===== src/rtl/c2n_wrr_service_scheduler_pkg.sv =====
// Shared service-message types used by the core-to-network service scheduler.
// Holds the message and tile-mask types plus the per-channel weight type and
// the FIFO entry layout that pairs a message with its destination mask.
package c2n_wrr_service_scheduler_pkg;

  localparam int TILE_COUNT            = 16;
  localparam int SERVICE_MESSAGE_WIDTH = 32;
  localparam int C2N_WEIGHT_WIDTH      = 3;

  typedef logic [SERVICE_MESSAGE_WIDTH-1:0] service_message_t;
  typedef logic [TILE_COUNT-1:0]            tile_mask_t;
  typedef logic [C2N_WEIGHT_WIDTH-1:0]      c2n_channel_weight_t;

  typedef struct packed {
    service_message_t message;
    tile_mask_t       mask;
  } c2n_fifo_entry_t;

endpackage


===== src/rtl/c2n_wrr_arbiter.sv =====
// Weighted round-robin arbiter. The current owner keeps the grant while it
// has burst credit and something queued; otherwise the next requester after
// the owner takes over and loads a fresh credit from its weight (0 acts as 1).
module c2n_wrr_arbiter
  import c2n_wrr_service_scheduler_pkg::*;
#(
  parameter int NUM_CHANNELS = 3,
  parameter int WEIGHT_WIDTH = 3,
  localparam int CHANNEL_IDX_W = $clog2(NUM_CHANNELS)
) (
  input  logic                                      clk,
  input  logic                                      reset,
  input  logic [NUM_CHANNELS-1:0]                   request,
  input  logic [NUM_CHANNELS-1:0][WEIGHT_WIDTH-1:0] weight,
  input  logic                                      network_available,
  output logic                                      grant_valid,
  output logic [NUM_CHANNELS-1:0]                   grant,
  output logic [CHANNEL_IDX_W-1:0]                  grant_idx,
  output logic [CHANNEL_IDX_W-1:0]                  owner,
  output logic [WEIGHT_WIDTH-1:0]                   credit
);

  logic                     continue_burst;
  logic [CHANNEL_IDX_W-1:0] switch_idx;
  logic [WEIGHT_WIDTH-1:0]  switch_weight;

  // First requesting channel after 'start', wrapping; reaches 'start' itself last
  function automatic logic [CHANNEL_IDX_W-1:0] first_after(
    input logic [CHANNEL_IDX_W-1:0] start,
    input logic [NUM_CHANNELS-1:0]  req
  );
    logic [CHANNEL_IDX_W-1:0] pick;
    logic [CHANNEL_IDX_W-1:0] cand_idx;
    logic                     found;
    int                       cand;
    pick  = start;
    found = 1'b0;
    for (int k = 1; k <= NUM_CHANNELS; k++) begin
      cand     = (int'(start) + k) % NUM_CHANNELS;
      cand_idx = CHANNEL_IDX_W'(cand);
      if (!found && req[cand_idx]) begin
        pick  = cand_idx;
        found = 1'b1;
      end
    end
    return pick;
  endfunction

  // Pick between continuing the owner's burst and switching to the next requester
  always_comb begin
    continue_burst = (credit != '0) && request[owner];
    switch_idx     = first_after(owner, request);
    switch_weight  = weight[switch_idx];
    grant_valid    = network_available && (|request);
    grant_idx      = continue_burst ? owner : switch_idx;
    grant          = '0;
    if (grant_valid) begin
      grant[grant_idx] = 1'b1;
    end
  end

  // Owner/credit advance only on a grant; a switch samples the new owner's weight
  always_ff @(posedge clk) begin
    if (reset) begin
      owner  <= CHANNEL_IDX_W'(NUM_CHANNELS - 1);
      credit <= '0;
    end else if (grant_valid) begin
      if (continue_burst) begin
        credit <= credit - 1'b1;
      end else begin
        owner  <= switch_idx;
        credit <= (switch_weight == '0) ? '0 : switch_weight - 1'b1;
      end
    end
  end

endmodule


===== src/rtl/c2n_wrr_service_scheduler.sv =====
// Core-to-network service scheduler: per-channel FIFOs feeding a weighted
// round-robin arbiter, with a registered output toward the service VN.
// Optional per-channel issue counters are built when C2N_SCHED_STATS_EN is defined.
module c2n_wrr_service_scheduler
  import c2n_wrr_service_scheduler_pkg::*;
#(
  parameter int NUM_CHANNELS          = 3,
  parameter int FIFO_DEPTH            = 4,
  parameter int ALMOST_FULL_THRESHOLD = 2,
  parameter int WEIGHT_WIDTH          = 3
) (
  input  logic                                      clk,
  input  logic                                      reset,
  output logic [NUM_CHANNELS-1:0]                   c2n_network_available,
  input  service_message_t [NUM_CHANNELS-1:0]       c2n_message_out,
  input  logic [NUM_CHANNELS-1:0]                   c2n_message_out_valid,
  input  tile_mask_t [NUM_CHANNELS-1:0]             c2n_destination_valid,
  input  logic [NUM_CHANNELS-1:0][WEIGHT_WIDTH-1:0] channel_weight,
  input  logic                                      network_available,
  output service_message_t                          message_out,
  output logic                                      message_out_valid,
  output tile_mask_t                                destination_valid
`ifdef C2N_SCHED_STATS_EN
  ,
  output logic [NUM_CHANNELS-1:0][31:0]             issue_count
`endif
);

  localparam int CHANNEL_IDX_W = $clog2(NUM_CHANNELS);
  localparam int PTR_W         = $clog2(FIFO_DEPTH);
  localparam int CNT_W         = PTR_W + 1;

  c2n_fifo_entry_t          fifo_mem  [NUM_CHANNELS][FIFO_DEPTH];
  logic [PTR_W-1:0]         wr_ptr    [NUM_CHANNELS];
  logic [PTR_W-1:0]         rd_ptr    [NUM_CHANNELS];
  logic [CNT_W-1:0]         occupancy [NUM_CHANNELS];

  logic [NUM_CHANNELS-1:0]  request;
  logic [NUM_CHANNELS-1:0]  fifo_full;
  logic [NUM_CHANNELS-1:0]  enq_accept;
  logic [NUM_CHANNELS-1:0]  grant;
  logic                     grant_valid;
  logic [CHANNEL_IDX_W-1:0] grant_idx;
  logic [CHANNEL_IDX_W-1:0] arb_owner;
  logic [WEIGHT_WIDTH-1:0]  arb_credit;
  c2n_fifo_entry_t          head_entry;

  // Per-channel status derived from registered occupancy only
  always_comb begin
    for (int i = 0; i < NUM_CHANNELS; i++) begin
      request[i]               = (occupancy[i] != '0);
      fifo_full[i]             = (occupancy[i] == CNT_W'(FIFO_DEPTH));
      enq_accept[i]            = c2n_message_out_valid[i] && (!fifo_full[i] || grant[i]);
      c2n_network_available[i] = (occupancy[i] < CNT_W'(ALMOST_FULL_THRESHOLD));
    end
  end

  c2n_wrr_arbiter #(
    .NUM_CHANNELS (NUM_CHANNELS),
    .WEIGHT_WIDTH (WEIGHT_WIDTH)
  ) u_arbiter (
    .clk               (clk),
    .reset             (reset),
    .request           (request),
    .weight            (channel_weight),
    .network_available (network_available),
    .grant_valid       (grant_valid),
    .grant             (grant),
    .grant_idx         (grant_idx),
    .owner             (arb_owner),
    .credit            (arb_credit)
  );

  // Head of the granted FIFO feeds the output register
  always_comb begin
    head_entry = fifo_mem[grant_idx][rd_ptr[grant_idx]];
  end

  // FIFO pointers and occupancy; a same-cycle push and pop leaves occupancy unchanged
  always_ff @(posedge clk) begin
    if (reset) begin
      for (int i = 0; i < NUM_CHANNELS; i++) begin
        wr_ptr[i]    <= '0;
        rd_ptr[i]    <= '0;
        occupancy[i] <= '0;
      end
    end else begin
      for (int i = 0; i < NUM_CHANNELS; i++) begin
        if (enq_accept[i]) begin
          wr_ptr[i] <= wr_ptr[i] + 1'b1;
        end
        if (grant[i]) begin
          rd_ptr[i] <= rd_ptr[i] + 1'b1;
        end
        if (enq_accept[i] && !grant[i]) begin
          occupancy[i] <= occupancy[i] + 1'b1;
        end else if (!enq_accept[i] && grant[i]) begin
          occupancy[i] <= occupancy[i] - 1'b1;
        end
      end
    end
  end

  // FIFO storage; left unreset since occupancy alone defines what is valid
  always_ff @(posedge clk) begin
    for (int i = 0; i < NUM_CHANNELS; i++) begin
      if (!reset && enq_accept[i]) begin
        fifo_mem[i][wr_ptr[i]] <= '{message: c2n_message_out[i], mask: c2n_destination_valid[i]};
      end
    end
  end

  // Registered output toward the VN; data holds between strobes
  always_ff @(posedge clk) begin
    if (reset) begin
      message_out_valid <= 1'b0;
      message_out       <= '0;
      destination_valid <= '0;
    end else begin
      message_out_valid <= grant_valid;
      if (grant_valid) begin
        message_out       <= head_entry.message;
        destination_valid <= head_entry.mask;
      end
    end
  end

`ifdef C2N_SCHED_STATS_EN
  // Free-running per-channel grant counters, cleared only by reset
  always_ff @(posedge clk) begin
    if (reset) begin
      issue_count <= '0;
    end else begin
      for (int i = 0; i < NUM_CHANNELS; i++) begin
        if (grant[i]) begin
          issue_count[i] <= issue_count[i] + 32'd1;
        end
      end
    end
  end
`endif

  // Producers must respect availability; a push into a full, non-draining FIFO is dropped
  for (genvar i = 0; i < NUM_CHANNELS; i++) begin : g_overflow_check
    assert property (@(posedge clk) disable iff (reset)
      !(c2n_message_out_valid[i] && fifo_full[i] && !grant[i]));
  end

  // Arbiter state must always name a real channel and a reachable credit
  assert property (@(posedge clk) disable iff (reset)
    (int'(arb_owner) < NUM_CHANNELS) && (int'(arb_credit) < (1 << WEIGHT_WIDTH)));

endmodule


===== config.mk =====
export PLATFORM = sky130hd
export DESIGN_NAME = c2n_wrr_service_scheduler
export DESIGN_NICKNAME = d
export VERILOG_FILES = /design/src/rtl/c2n_wrr_service_scheduler_pkg.sv /design/src/rtl/c2n_wrr_arbiter.sv /design/src/rtl/c2n_wrr_service_scheduler.sv
export SDC_FILE = /design/constraint.sdc
export NUM_CORES = 1
export LEC_CHECK = 0
export BUFFER_PORTS_ARGS = -buffer_cell sky130_fd_sc_hd__buf_2
export CAP_MARGIN = 20
export CORE_UTILIZATION = 45
export DETAILED_ROUTE_END_ITERATION = 10
export PLACE_DENSITY = 0.63
export SLEW_MARGIN = 20
export SYNTH_ARGS = -nofsm -noshare
export SYNTH_HDL_FRONTEND = slang
export SYNTH_HIERARCHICAL = 1
export SYNTH_SLANG_ARGS = --single-unit

===== constraint.sdc =====
create_clock -name clk -period 4.2 [get_ports clk]
set_clock_uncertainty 0.1 [all_clocks]
set_input_delay 0.84 -clock clk [delete_from_list [all_inputs] [get_ports clk]]
set_output_delay 0.84 -clock clk [all_outputs]
set_load 0.05 [all_outputs]

==> flow_summary.json, run 1 <==
{
  "status": "complete, no violations",
  "holdWs_ns": 0.347,
  "p_per_area_mw_per_mm2": 878,
  "routedWlPerCell_um": 24.6,
  "clkTransAtPathRegs_ns": 0.06,
  "io_pins": 211,
  "cts_setup_buffers": 0,
  "core_area_mm2": 0.0567,
  "drive_gt1_share_pct": 24.3,
  "ys_seq_area_share_pct": 73.2,
  "gp_congestion": 0.785,
  "syn_to_final_growth_pct": 18.5,
  "drc": 0,
  "grtUsageTotal_pct": 22.2,
  "worst-setup-path-type": "register to register",
  "synth-edff-count": 597,
  "max_cap_violations": 0,
  "drt_wl_total_mm": 65.3,
  "avgSynthCellArea_um2": 16.3,
  "ir_drop_v": 0.00108,
  "fin_util_pct": 54.3,
  "r2r_start": "occupancy[0][1]$_SDFFCE_PP0P_",
  "ys_seq_elements": 651,
  "postRouteAntennaNets": 0,
  "grt_pass1_vias": 15552,
  "start_kind": "register",
  "gr-total-overflow": 0,
  "crit_arrival_ns": 4.12,
  "hold_class": "input pin to register",
  "htreeDepth": 3,
  "timing.final.ws_setup_ns": 0.260,
  "cts.sinks": 651,
  "cp_max_fo": 16,
  "drtIter0Drc": 1359,
  "rows": 87,
  "clk_latency_ns": 0.61,
  "place_area_mm2": 0.0285,
  "vias_per_cell": 5.76,
  "antenna_found_initial": 10,
  "num_vias": 15265,
  "power.switching_w": 0.0109,
  "yosysWarnings": 6,
  "hold_viol": 0,
  "grt_first_pass_wirelength_mm": 97.8,
  "tritoncts": "yes",
  "synthArstFlopShare_pct": 0,
  "min_period_ns": 3.94,
  "cts_buffers": 67,
  "worstSetupEndpointType": "register",
  "pre_cts_ws_ns": -0.166,
  "cts_root_buffer": "clkbuf_16",
  "first_pass_iters": 5,
  "r2r_slack_ns": 0.26,
  "syn_inst": 1595,
  "p_leak_nw": 10.5,
  "synthesis.nets": 1779,
  "synth_top_flop_cell": "edfxtp_1",
  "setup_viol": 0,
  "cp.required_ns": 4.38,
  "p_int_w": 0.0161,
  "nets": 2017,
  "portBuffers": 210,
  "final_cell_area_mm2": 0.0308,
  "synth_area_mm2": 0.0260,
  "p_clk_share_pct": 22.1,
  "dieHeight_um": 242,
  "initial_core_util_pct": 45.8,
  "fin_crit_sh_pct": 93.8,
  "die_area_mm2": 0.0587,
  "slew_headroom_pct": 44.3,
  "rsz0062_at_grt": "no",
  "clk_path_buf_depth": 3,
  "netSwitchingFraction_pct": 40.4,
  "seqPwrFrac_pct": 30.8,
  "drv_slew": 0,
  "die_w_um": 242,
  "whs_path_depth": 1,
  "grt_max_degree": 97,
  "dp_hpwl_mm": 38.9,
  "whs_endpoint": "fifo_mem[2][117]$_DFFE_PP_",
  "r2r_cells": 14,
  "min-delay-start": "c2n_message_out[69]",
  "reg2reg_to": "fifo_mem[1][99]$_DFFE_PP_",
  "synthDistinctLibCells": 62,
  "fmax_mhz": 254,
  "combPwrFrac_pct": 47.1,
  "worst_slew_pin_slew_ns": 0.836
}
==> cell usage after synthesis, types with 8 or more instances <==
library cell,count,area [um^2]
nor2_1,171,642
a21oi_1,56,280
inv_1,26,97.6
or2_2,8,50.1
o221ai_1,96,841
a211oi_1,57,428
nand2_1,10,37.5
a211oi_2,41,513
edfxtp_1,597,17900
buf_2,28,140
ha_1,23,288
dfxtp_1,54,1080
o32a_1,48,480
and2_1,13,81.3
clkbuf_1,59,221
mux2i_1,195,1950
==> layout make-up <==
cell class | count | area, um^2
Tap cell | 756 | 946
Clock buffer | 86 | 1800
Timing Repair Buffer | 269 | 1980
Sequential cell | 651 | 19000
Inverter | 31 | 134
Multi-Input combinational cell | 813 | 6490
Fill cell | 4507 | 25900
Clock inverter | 37 | 418
Antenna cell | 6 | 15.0
==> sequential cells by signal (all words and copies together), names as in the netlist <==
signal and cells:
fifo_mem 576, message_out 32, destination_valid 16, occupancy 9, rd_ptr 6, wr_ptr 6, u_arbiter/credit 3, u_arbiter/owner 2
message_out_valid 1
==> power groups by stage <==
| stage | clock network, W | registers [W] | logic, W |
|---|---|---|---|
| floorplan | 0 | 0.00905 | 0.00813 |
| global placement | 0 | 0.00844 | 0.0126 |
| detailed placement | 0 | 0.00846 | 0.0128 |
| CTS | 0.00608 | 0.00833 | 0.0128 |
| global route | 0.00633 | 0.00840 | 0.0136 |
| finish | 0.00597 | 0.00833 | 0.0127 |
==> cells in the final DEF (no fill, tap or decap), drive strengths merged, types with 9 or more instances in the layout <==
master,instances
buf,269
dfxtp,54
nor2,171
nand2,10
ha,23
clkinv,24
clkbuf,86
a21oi,56
and2,14
bufinv,9
a211oi,98
o221ai,96
mux2i,196
edfxtp,597
o32a,48
inv,31
==> critical path, stage by stage (launching register included) <==
cell and delay (ns):
edfxtp_1 0.44, or3_4 0.46, mux2_4 0.30, mux2i_4 0.19, a32oi_1 0.11, a211oi_2 0.27
or2_2 0.18, mux2_8 0.21, and3_2 0.25, nor4b_1 0.07, buf_4 0.14, nor3b_2 0.24
buf_4 0.18, and2_2 0.26, buf_12 0.21
==> metrics by stage <==
step	TNS, ns	power [W]	instances
finish	0	0.0271	2649
global route	0	0.0284	2647
CTS	0	0.0272	2643
detailed placement	-27.24	0.0212	2520
global placement	-9.30	0.0210	2520
floorplan	0	0.0172	1595
==> metal layers <==
layer	global-route usage (%)	vias up	routed length [um]	part of all wire, %
li1	-	6857	-	-
met1	30.1	7794	28200	43
met2	36.2	491	31600	48
met3	4.73	111	3960	6.1
met4	6.42	12	1460	2.2
met5	0	-	80	0.12
==> logic make-up after synthesis <==
group	Yosys count	share of synthesized area [%]
flops	651	73.2
compound gates	334	10.9
simple gates	245	4.31
mux	200	7.79
buf+inv	131	2.31
fa+ha+maj	25	1.26
xor+xnor	9	0.303
==> worst max path at each step <==
stage	cells after the start	to	slack [ns]	start
6_report	14	fifo_mem[1][99]$_DFFE_PP_	0.26	occupancy[0][1]$_SDFFCE_PP0P_
5_1_grt	14	fifo_mem[1][142]$_DFFE_PP_	0.01	occupancy[1][1]$_SDFFCE_PP0P_
4_1_cts	14	fifo_mem[1][99]$_DFFE_PP_	0.02	occupancy[1][1]$_SDFFCE_PP0P_
3_5_place_dp	14	fifo_mem[1][99]$_DFFE_PP_	-0.17	occupancy[1][1]$_SDFFCE_PP0P_
3_3_place_gp	14	fifo_mem[1][99]$_DFFE_PP_	-0.08	occupancy[1][1]$_SDFFCE_PP0P_
2_1_floorplan	13	fifo_mem[0][0]$_DFFE_PP_	0.18	occupancy[0][1]$_SDFFCE_PP0P_
==> what timing repair did <==
action,CTS,global route
hold buffers,0,0
endpoints found under the setup margin,192,332
pin swaps,0,1
resized for setup,2,8
No activity file was read; power rests on OpenSTA's default activity.
==> inputs of run 2 (changes only) <==
CTS_BUF_LIST = sky130_fd_sc_hd__clkbuf_16   (was not set)
SYNTH_HIERARCHICAL = not set   (was 1)
==> run 2 against run 1 <==
Critical path depth is 2 lower. Final area decreased by 0.39%. Non-clock buffer count rose by 3. Clock power shrank 1%. Sequential share of layout area rose by 0.24 points. Register-to-register slack worse by 0.07 ns. Area after synthesis grew 0.58%. Synthesized cell count up 5.0%.
==> flow_summary.json, run 2 <==
{
  "status": "complete, no violations",
  "worst_slew_pin_slew_ns": 0.801,
  "nets": 2097,
  "cts_setup_buffers": 0,
  "r2r_start": "u_arbiter.owner[1]$_SDFFE_PP1N_",
  "grt_first_pass_wirelength_mm": 95.7,
  "antenna_found_initial": 20,
  "dp_hpwl_mm": 41.6,
  "yosysMostFrequentCell": "edfxtp_1",
  "yosysWarnings": 0,
  "r2r_cells": 12,
  "synth-edff-count": 597,
  "clk_path_buf_depth": 3,
  "setup_viol": 0,
  "synth_top_flop_cell": "edfxtp_1",
  "synthesis.nets": 1855,
  "synth-simple-area-share_pct": 7.14,
  "core_area_mm2": 0.0569,
  "hold_viol": 0,
  "gp_congestion": 0.856,
  "synth_area_leader_cell": "edfxtp_1",
  "final_cell_area_mm2": 0.0307,
  "start_kind": "register",
  "routedWlPerCell_um": 23.6,
  "initial_core_util_pct": 45.9,
  "drive_gt1_share_pct": 20.7,
  "grtUsageTotal_pct": 21.7,
  "cts_root_buffer": "clkbuf_16",
  "crit_arrival_ns": 4.45,
  "final_cell_mix": "597 x edfxtp_1, 243 x mux2i_1, 210 x buf_2",
  "postRouteAntennaNets": 0,
  "drv_slew": 0,
  "whs_path_depth": 1,
  "grt_pass1_vias": 15270,
  "fmax_mhz": 249,
  "worstSetupEndpointType": "register",
  "finalNonFillerCells": 2734,
  "cts_buffers": 66,
  "avgSynthCellArea_um2": 15.6,
  "min-delay-start": "c2n_destination_valid[26]",
  "largest_reg_flops": 576,
  "tns_ns": 0,
  "die_w_um": 243,
  "synth_area_leaders": "edfxtp_1 69%, mux2i_1 9.3%, dfxtp_1 4.1%",
  "dp.cells": 2604,
  "num_vias": 15180,
  "ys_top_cells_by_count": "597 x edfxtp_1, 243 x mux2i_1, 207 x nand2_1, 103 x nand3_1, 62 x o21ai_0",
  "yosys.area_share.xor_xnor_pct": 0.235,
  "die_area_mm2": 0.0590,
  "syn_inst": 1674,
  "worstSetupStartpoint": "u_arbiter.owner[1]$_SDFFE_PP1N_",
  "place_area_mm2": 0.0285,
  "rows": 87,
  "slew_headroom_pct": 45.2,
  "min_period_ns": 4.01,
  "ir_drop_v": 0.000939,
  "rsz0062_at_grt": "no",
  "io_pins": 211,
  "p_leak_nw": 11.0,
  "synthAdderAreaFrac_pct": 1.11,
  "hold_class": "input pin to register",
  "p_per_area_mw_per_mm2": 837,
  "worst-setup-path-type": "register to register",
  "clkTransAtPathRegs_ns": 0.06,
  "max_cap_violations": 0,
  "portBuffers": 210,
  "first_pass_iters": 5,
  "cp.required_ns": 4.64,
  "holdWs_ns": 0.348,
  "ys_seq_elements": 651,
  "drt_wl_total_mm": 64.5,
  "synth_compound_area_share_pct": 6.89,
  "grt_max_degree": 84,
  "synthArstFlopShare_pct": 0,
  "synthDistinctLibCells": 69,
  "syn_to_final_growth_pct": 17.4,
  "vias_per_cell": 5.55,
  "fin_util_pct": 53.9,
  "cp_max_fo": 35,
  "htreeDepth": 3,
  "gr-total-overflow": 0,
  "clk_latency_ns": 0.60,
  "synth.area.mux_share_pct": 9.46,
  "netlist.area_leader.share_pct": 68.6,
  "drtIter0Drc": 1230,
  "ys_seq_area_share_pct": 72.7,
  "fin_crit_sh_pct": 95.5,
  "tritoncts": "yes",
  "cts.sinks": 651,
  "drc": 0,
  "synth_area_mm2": 0.0261,
  "dieHeight_um": 243,
  "synth_top_family_by_area": "multiplexers",
  "layout_commonest_cell": "edfxtp_1"
}
-- run 2: final timing paths --
path / endpoint / slack, ns
setup / recovery: destination_valid[11]$_SDFFE_PP0N_ / 0.19
hold / removal: fifo_mem[1][106]$_DFFE_PP_ / 0.35
setup reg to reg: destination_valid[11]$_SDFFE_PP0N_ / 0.19
hold reg to reg: u_arbiter.credit[1]$_SDFFE_PP0N_ / 0.46
-- run 2: report_power, final --
group	switching, W	internal (W)
combinational	0.00739	0.00413
sequential	0.000374	0.00791
clock	0.00241	0.00348
-- run 2: routing by layer --
metal | vias up | GRT usage [%] | routed length, um
li1 | 6984 | - | -
met1 | 7641 | 28.4 | 27500
met4 | 20 | 5.88 | 1160
met2 | 435 | 36.4 | 31700
met5 | - | 0 | 126
met3 | 100 | 4.95 | 4080
-- run 2: worst max-delay path, stage by stage (launching register included) --
cell and delay (ns):
dfxtp_1 0.48, ha_1 0.46, and3b_1 0.29, nor3_1 0.28, a211oi_4 0.11, a211oi_2 0.41, nor2_2 0.10, buf_4 0.17
and3_2 0.36, buf_12 0.26, a221oi_1 0.54, buf_4 0.20, o2111a_1 0.19
-- run 2: stage by stage --
stage / setup slack [ns] / total power (W)
2_1_floorplan: 0.0754 / 0.0169
3_3_place_gp: 0.302 / 0.0198
3_5_place_dp: 0.248 / 0.0199
4_1_cts: 0.238 / 0.0258
5_1_grt: 0.00857 / 0.0269
6_report: 0.187 / 0.0257
-- run 2: kinds of logic after synthesis --
kind of cell	Yosys count
fa+ha+maj	22
simple gates	409
xor+xnor	7
flops	651
compound gates	220
buf+inv	119
mux	246
-- run 2: layout make-up --
cell class	instances	area [um^2]
antenna	10	25.0
clock buffer	69	1730
clock inverter	51	464
fill	4583	26300
inverter	21	78.8
multi-input combinational	904	6570
sequential	651	19000
tap	756	946
timing repair buffer	272	1860
-- run 2: repair_timing --
item / in CTS / in global routing
endpoints found under the setup margin: 0 / 154
gates resized for setup: 0 / 2
hold buffers: 0 / 0
